$ cat src/rtl/lmul.sv
// Pipelined shift-add reconstructor: numerator = quotient * denominator + remainder, one stage per quotient bit.
// Optional LMUL_CHECK_EN adds invalid_out, flagging beats whose remainder/denominator pair is not a legal divider result.
module lmul #(
  parameter int NUMERATOR_WIDTH   = 10,
  parameter int DENOMINATOR_WIDTH = 10,
  parameter int QUOTIENT_WIDTH    = 10
) (
  input  logic                         clk,
  input  logic                         resetb,
  input  logic [QUOTIENT_WIDTH-1:0]    quotient_in,
  input  logic [DENOMINATOR_WIDTH-1:0] denominator_in,
  input  logic [NUMERATOR_WIDTH-1:0]   remainder_in,
  input  logic                         valid_in,
  output logic                         ready_in,
  output logic [NUMERATOR_WIDTH-1:0]   numerator_out,
  output logic                         overflow_out,
  output logic                         valid_out,
  input  logic                         ready_out
`ifdef LMUL_CHECK_EN
  ,
  output logic                         invalid_out
`endif
);

  localparam int ACC_W = QUOTIENT_WIDTH + DENOMINATOR_WIDTH + 1;

  // Handshake: a beat moves on a side when its valid and ready are both high in
  // the same cycle; the whole pipeline advances as one unit, so ready_in mirrors
  // the output side (free when the output slot is empty or being taken).
  logic advance;

  logic [ACC_W-1:0]             acc_q [0:QUOTIENT_WIDTH];
  logic [QUOTIENT_WIDTH-1:0]    quo_q [0:QUOTIENT_WIDTH-1];
  logic [DENOMINATOR_WIDTH-1:0] den_q [0:QUOTIENT_WIDTH-1];
  logic [QUOTIENT_WIDTH:0]      vld_q;
`ifdef LMUL_CHECK_EN
  logic [QUOTIENT_WIDTH:0]      chk_q;
`endif

  assign advance  = ready_out | ~valid_out;
  assign ready_in = advance;

  always_ff @(posedge clk or negedge resetb) begin
    if (!resetb) begin
      acc_q[0] <= '0;
      quo_q[0] <= '0;
      den_q[0] <= '0;
      vld_q[0] <= 1'b0;
    end else if (advance) begin
      acc_q[0] <= ACC_W'(remainder_in);
      quo_q[0] <= quotient_in;
      den_q[0] <= denominator_in;
      vld_q[0] <= valid_in;
    end
  end

`ifdef LMUL_CHECK_EN
  always_ff @(posedge clk or negedge resetb) begin
    if (!resetb) begin
      chk_q[0] <= 1'b0;
    end else if (advance) begin
      chk_q[0] <= (denominator_in == '0) |
                  (ACC_W'(remainder_in) >= ACC_W'(denominator_in));
    end
  end
`endif

  for (genvar i = 1; i <= QUOTIENT_WIDTH; i++) begin : g_stage
    // Stage i folds in quotient bit i-1, weighting the denominator by 2^(i-1).
    always_ff @(posedge clk or negedge resetb) begin
      if (!resetb) begin
        acc_q[i] <= '0;
        vld_q[i] <= 1'b0;
      end else if (advance) begin
        acc_q[i] <= quo_q[i-1][i-1] ? acc_q[i-1] + (ACC_W'(den_q[i-1]) << (i-1))
                                    : acc_q[i-1];
        vld_q[i] <= vld_q[i-1];
      end
    end

    // The final stage only needs the accumulated sum, so operands stop one short.
    if (i < QUOTIENT_WIDTH) begin : g_pass
      always_ff @(posedge clk or negedge resetb) begin
        if (!resetb) begin
          quo_q[i] <= '0;
          den_q[i] <= '0;
        end else if (advance) begin
          quo_q[i] <= quo_q[i-1];
          den_q[i] <= den_q[i-1];
        end
      end
    end

`ifdef LMUL_CHECK_EN
    always_ff @(posedge clk or negedge resetb) begin
      if (!resetb) begin
        chk_q[i] <= 1'b0;
      end else if (advance) begin
        chk_q[i] <= chk_q[i-1];
      end
    end
`endif
  end

  assign numerator_out = acc_q[QUOTIENT_WIDTH][NUMERATOR_WIDTH-1:0];
  assign overflow_out  = |acc_q[QUOTIENT_WIDTH][ACC_W-1:NUMERATOR_WIDTH];
  assign valid_out     = vld_q[QUOTIENT_WIDTH];
`ifdef LMUL_CHECK_EN
  assign invalid_out   = chk_q[QUOTIENT_WIDTH];
`endif

endmodule

$ cat config.mk
export PLATFORM = sky130hd
export DESIGN_NAME = lmul
export DESIGN_NICKNAME = d
export VERILOG_FILES = /design/src/rtl/lmul.sv
export SDC_FILE = /design/constraint.sdc
export NUM_CORES = 1
export LEC_CHECK = 0
export CAP_MARGIN = 20
export CORE_ASPECT_RATIO = 1.25
export CORE_UTILIZATION = 60
export CTS_BUF_LIST = sky130_fd_sc_hd__clkbuf_4 sky130_fd_sc_hd__clkbuf_8
export DETAILED_ROUTE_END_ITERATION = 7
export GPL_ROUTABILITY_DRIVEN = 0
export PLACE_DENSITY = 0.76
export SLEW_MARGIN = 40
export SYNTH_ARGS = -nofsm -noshare
export SYNTH_HDL_FRONTEND = slang
export SYNTH_SLANG_ARGS = --single-unit
export TNS_END_PERCENT = 10
$ cat constraint.sdc
create_clock -name clk -period 2.6 [get_ports clk]
set_input_delay 0.52 -clock clk [delete_from_list [all_inputs] [get_ports clk]]
set_output_delay 0.52 -clock clk [all_outputs]
set_load 0.01 [all_outputs]
==> flow_summary.json, run 1 <==
{
  "insertion_delay_ns": 0.61,
  "core_area_mm2": 0.0292,
  "hp-start": "denominator_in[3]",
  "num_antenna_cells": 0,
  "period_share_pct": 93.6,
  "n_fill_cell": 2384,
  "dieHeight_um": 194,
  "wl_um": 37000,
  "yosys.area_share.adder_pct": 8.17,
  "top_usage_layer": "met2",
  "portBuffers": 46,
  "start_kind": "flip-flop",
  "powerDensity_mw_per_mm2": 1330,
  "antenna_left": 0,
  "critPathLaunch": "acc_q[11]",
  "relSlewSlack_pct": 43.6,
  "synthDistinctLibCells": 39,
  "ioPinCount": 47,
  "async_reset_ff_share_pct": 100,
  "drtIter0Drc": 806,
  "synth_edf_count": 0,
  "setup_tns_ns": 0,
  "netlist_top_cells_area": "dfrtp_1, nand2_1, ha_1",
  "drc": 0,
  "yosysTopAreaCell": "dfrtp_1",
  "rr_startpoint": "den_q[10]",
  "synth_common_cells": "nand2_1, dfrtp_1, o21ai_0, ha_1, a21oi_1",
  "syn_area_mm2": 0.0178,
  "synth-compound-area-share_pct": 13.8,
  "met3_usage_pct": 3.95,
  "antenna_found_initial": 0,
  "hold_path_class": "input port to flip-flop",
  "grt_setup_unrepaired": "no",
  "clockRootBuffer": "clkbuf_8",
  "drtPass1Iterations": 5,
  "synthXorXnorAreaFrac_pct": 1.48,
  "synth-warning-count": 0,
  "fin_nets": 2164,
  "cp.required_ns": 2.08,
  "fin_ws_ns": 0.167,
  "ys_seq_area_share_pct": 46.6,
  "status": "finished clean",
  "drive_gt1_share_pct": 8.83,
  "ys.flop_type": "dfrtp_1",
  "period_needed_ns": 2.43,
  "clk_path_buf_depth": 3,
  "tightestPinTransition_ns": 0.846,
  "wl_per_cell_um": 15.1,
  "grt_pass1_vias": 13700,
  "place_ws_ns": 0.187,
  "cts_tree": "done",
  "clkTransAtPathRegs_ns": 0.06,
  "ir_drop_mv": 0.775,
  "gr-total-overflow": 0,
  "rows": 70,
  "die-width_um": 156,
  "use_met1_pct": 31.8,
  "grtUsageTotal_pct": 25.5,
  "fin_total_pwr_uw": 26100,
  "cts.sink_count": 331,
  "h-tree-depth": 2,
  "cp.arrival_ns": 1.91,
  "synthCells": 2006,
  "area_growth_pct": 10.8,
  "die_area_mm2": 0.0303,
  "synth_top_area_share_pct": 46.6,
  "timing.fmax_mhz": 411,
  "synth_top_family_by_area": "simple AND/OR/NAND/NOR gates",
  "numCtsBuffers": 53,
  "vias": 13700,
  "grt_first_pass_wirelength_um": 64000,
  "met2_usage_pct": 45.4,
  "synth-simple-area-share_pct": 22.5,
  "vias_per_cell": 5.57,
  "critPathKind": "flip-flop to primary output",
  "drv_slew": 0,
  "yosysMostFrequentCell": "nand2_1",
  "muxShareOfSynthArea_pct": 3.45,
  "initial_core_util_pct": 60.9,
  "p_leak_uw": 0.00980,
  "grt_max_degree": 126,
  "ys_seq_elements": 331,
  "skew_ns": 0.0404,
  "syn-num-nets": 2150,
  "crit_path_end_kind": "primary output",
  "cap_violations": 0,
  "syn_avg_cell_area_um2": 8.86,
  "finalHoldViolations": 0,
  "cp_max_fo": 2,
  "setup_viol": 0,
  "hpwl_um": 25600
}
-- registers in the layout (all words and copies together), names as in the netlist --
register       count
valid_out          1
acc_q            155
den_q            100
vld_q             10
quo_q             55
numerator_out     10
-- worst max-delay path, cell delays in order (launching register included) --
cell             delay [ns]
dfrtp_1                0.39
nor4_2                 0.32
nand3_1                0.13
clkdlybuf4s50_1        0.49
-- power by group --
part	internal [uW]	leakage [uW]	total, uW	switching, uW
combinational	5310	0.00504	11900	6580
clock	2760	0.000623	4780	2020
sequential	7390	0.00414	9450	2060
-- placed cells by master, fill, tap and decap left out, drive strengths merged, types with 21 or more instances in the layout --
cell	synthesis	final
nor2	64	64
nor3b	21	21
ha	100	100
o21ai	121	121
buf	77	22
clkbuf	32	90
a21oi	88	88
nand3	51	51
a21o	40	40
clkdlybuf4s50	0	45
mux2i	50	50
inv	49	49
dfrtp	331	331
nand2	728	728
nor2b	32	32
-- per-stage QoR --
step	instances	utilization (%)	cell area (um^2)	hold WS [ns]
after detailed placement	2360	63.5	18500	0.452
final	2457	67.5	19700	0.446
after global placement	2360	63.5	18500	0.446
after CTS	2457	67.5	19700	0.413
after global routing	2457	67.5	19700	0.438
after floorplan	2006	-	17800	0.224
-- per-layer routing --
metal  up-vias  part of all wire, %
met1      6629                   43
met2       211                   52
li1       6772                    -
met5         -                    0
met4         0                  2.1
met3        69                  3.1
-- repair_timing --
action                                  in CTS  in global routing
gates resized for setup                      0                  1
buffers inserted                             0                  0
endpoints found under the hold margin       60                  0
endpoints found under the setup margin       0                  1
hold buffers                                 1                  0
-- logic make-up (layout without fill, tap and decap cells) --
kind of cell    after synthesis  count (layout)
xor+xnor                     30              30
mux                          60              60
fa+ha+maj                   110             110
compound gates              369             369
flops                       331             331
simple gates                948             948
buf+inv                     158             213
-- layout make-up --
class	count	area [um^2]	area share, %
clock buffer	90	1110	5.62
clock inverter	6	57.6	0.292
inverter	49	191	0.972
multi-input combinational	1517	8790	44.6
sequential	331	8280	42.1
tap	396	495	2.52
timing repair buffer	68	771	3.91
-- path summary, 6_finish.rpt --
check / slack, ns / depth (start not counted) / to
min: 0.45 / 3 / den_q[93]
min reg2reg: 0.45 / 2 / quo_q[82]
max: 0.17 / 3 / overflow_out
max reg2reg: 0.43 / 8 / acc_q[37]
max in group asynchronous: 1.31 / 3 / quo_q[47]
min in group asynchronous: 0.49 / 2 / acc_q[11]
No activity file was read; power rests on OpenSTA's default activity.
==> run 2: changes to the inputs <==
- HOLD_SLACK_MARGIN: default -> 0.03
==> results of run 2 <==
The final DEF is identical to that of run 1; final timing and power are the same.
==> run 3: changes to the inputs <==
- CORE_ASPECT_RATIO: 1.25 -> default
==> flow_summary.json, run 3 (synthesis results as in run 1) <==
{
  "drc": 0,
  "vias_per_cell": 5.61,
  "rrSetupSlack_ns": 0.39,
  "setup_tns_ns": 0,
  "area_growth_pct": 10.8,
  "layout_commonest_cell": "nand2_1",
  "tightestPinTransition_ns": 0.805,
  "layout_common_cells": "nand2_1, dfrtp_1, o21ai_0",
  "skew_ns": 0.0345,
  "clkTransAtPathRegs_ns": 0.06,
  "critPathKind": "flip-flop to primary output",
  "wl_um": 36000,
  "cts_tree": "done",
  "finalHoldViolations": 0,
  "core_area_mm2": 0.0289,
  "relSlewSlack_pct": 46.3,
  "vias": 13700,
  "grt_first_pass_wirelength_um": 63700,
  "antenna_found_initial": 0,
  "gr-total-overflow": 0,
  "critPathLaunch": "acc_q[11]",
  "portBuffers": 46,
  "timing.fmax_mhz": 408,
  "cp_max_fo": 2,
  "dieHeight_um": 174,
  "numCtsBuffers": 56,
  "p_leak_uw": 0.00981,
  "num_antenna_cells": 0,
  "drtPass1Iterations": 5,
  "rr_worst_depth": 8,
  "ioPinCount": 47,
  "clk_path_buf_depth": 3,
  "status": "finished clean",
  "fin_nets": 2168,
  "hpwl_um": 24800,
  "ir_drop_mv": 0.664,
  "post-cts-setup-buffers": 0,
  "top_register": "acc_q",
  "h-tree-depth": 2,
  "grtUsageTotal_pct": 25.0,
  "powerDensity_mw_per_mm2": 1320,
  "die-width_um": 174,
  "cp.arrival_ns": 1.93,
  "drive_gt1_share_pct": 8.96,
  "initial_core_util_pct": 61.4,
  "wl_per_cell_um": 14.7,
  "period_share_pct": 94.4,
  "cts.sink_count": 331,
  "rr_startpoint": "den_q[50]",
  "cp.required_ns": 2.08,
  "period_needed_ns": 2.45,
  "whs_ns": 0.435,
  "grt_max_degree": 93,
  "drtIter0Drc": 710,
  "grt_pass1_vias": 13600,
  "largest_register_ffs": 155,
  "antenna_left": 0,
  "reg.largest.list": "acc_q (155), den_q (100), quo_q (55)",
  "drv_slew": 0,
  "start_kind": "flip-flop",
  "setup_viol": 0,
  "grt_setup_unrepaired": "no",
  "die_area_mm2": 0.0303,
  "insertion_delay_ns": 0.61,
  "crit_end": "overflow_out",
  "crit_path_end_kind": "primary output",
  "cap_violations": 0,
  "hold_path_class": "input port to asynchronous set/reset pin",
  "r2r-end": "acc_q[117]",
  "clockRootBuffer": "clkbuf_8",
  "rows": 62
}
[run 3: changes by cell type in the layout (fill, tap and decap cells not counted), sizes merged]
cell,before,now
clkbuf,90,88
clkinv,4,6
inv,49,51
buf,22,23
[run 3: power breakdown]
part / switching [uW] / total, uW / internal, uW
registers: 2040 / 9440 / 7390
logic: 6510 / 11800 / 5300
clock network: 2100 / 4840 / 2740
total: 10600 / 26100 / 15400
[run 3: how the worst min path moves through the flow]
stage / from / endpoint / depth (start not counted)
global route: remainder_in[0] / acc_q[210] / 3
global placement: vld_q[9] / vld_q[9] / 2
detailed placement: numerator_out[2] / numerator_out[2] / 2
finish: resetb / acc_q[10] / 2
floorplan: resetb / acc_q[105] / 0
CTS: quotient_in[4] / quo_q[94] / 3
[run 3: per-stage QoR]
stage | total power (uW) | std cells | setup slack [ns] | utilization [%] | instance area (um^2)
detailed placement | 21300 | 2349 | 0.276 | 63.9 | 18500
global placement | 20700 | 2349 | 0.281 | 63.9 | 18500
global route | 28400 | 2448 | 0.0390 | 68.1 | 19700
finish | 26100 | 2448 | 0.147 | 68.1 | 19700
CTS | 26200 | 2448 | 0.0459 | 68.0 | 19700
floorplan | 18500 | 2006 | 0.710 | - | 17800
[run 3: area by class of cell]
cell class              instances  area [um^2]
fillers                      2369         9240
repair buffers                 69          766
multi-input cells            1517         8800
clock inverters                10         87.6
flip-flops and latches        331         8280
inverters                      49          191
well taps                     384          480
clock buffers                  88         1090
[run 3: critical path, stage by stage (launching register included)]
cell and delay (ns):
dfrtp_1 0.41, nor4_4 0.32, nand3_1 0.11, clkdlybuf4s50_1 0.49
[run 3: timing repair]
item                                    4_1_cts  5_1_grt
endpoints found under the setup margin        1        1
resized for setup                             1        1
endpoints found under the hold margin        49        0
hold buffers                                  1        0
[run 3: per-layer routing]
metal  global-route usage [%]  wire length, um
met1                     33.4            16500
met2                     42.8            17700
met3                     3.24             1060
met4                     7.13              743
met5                        0                0
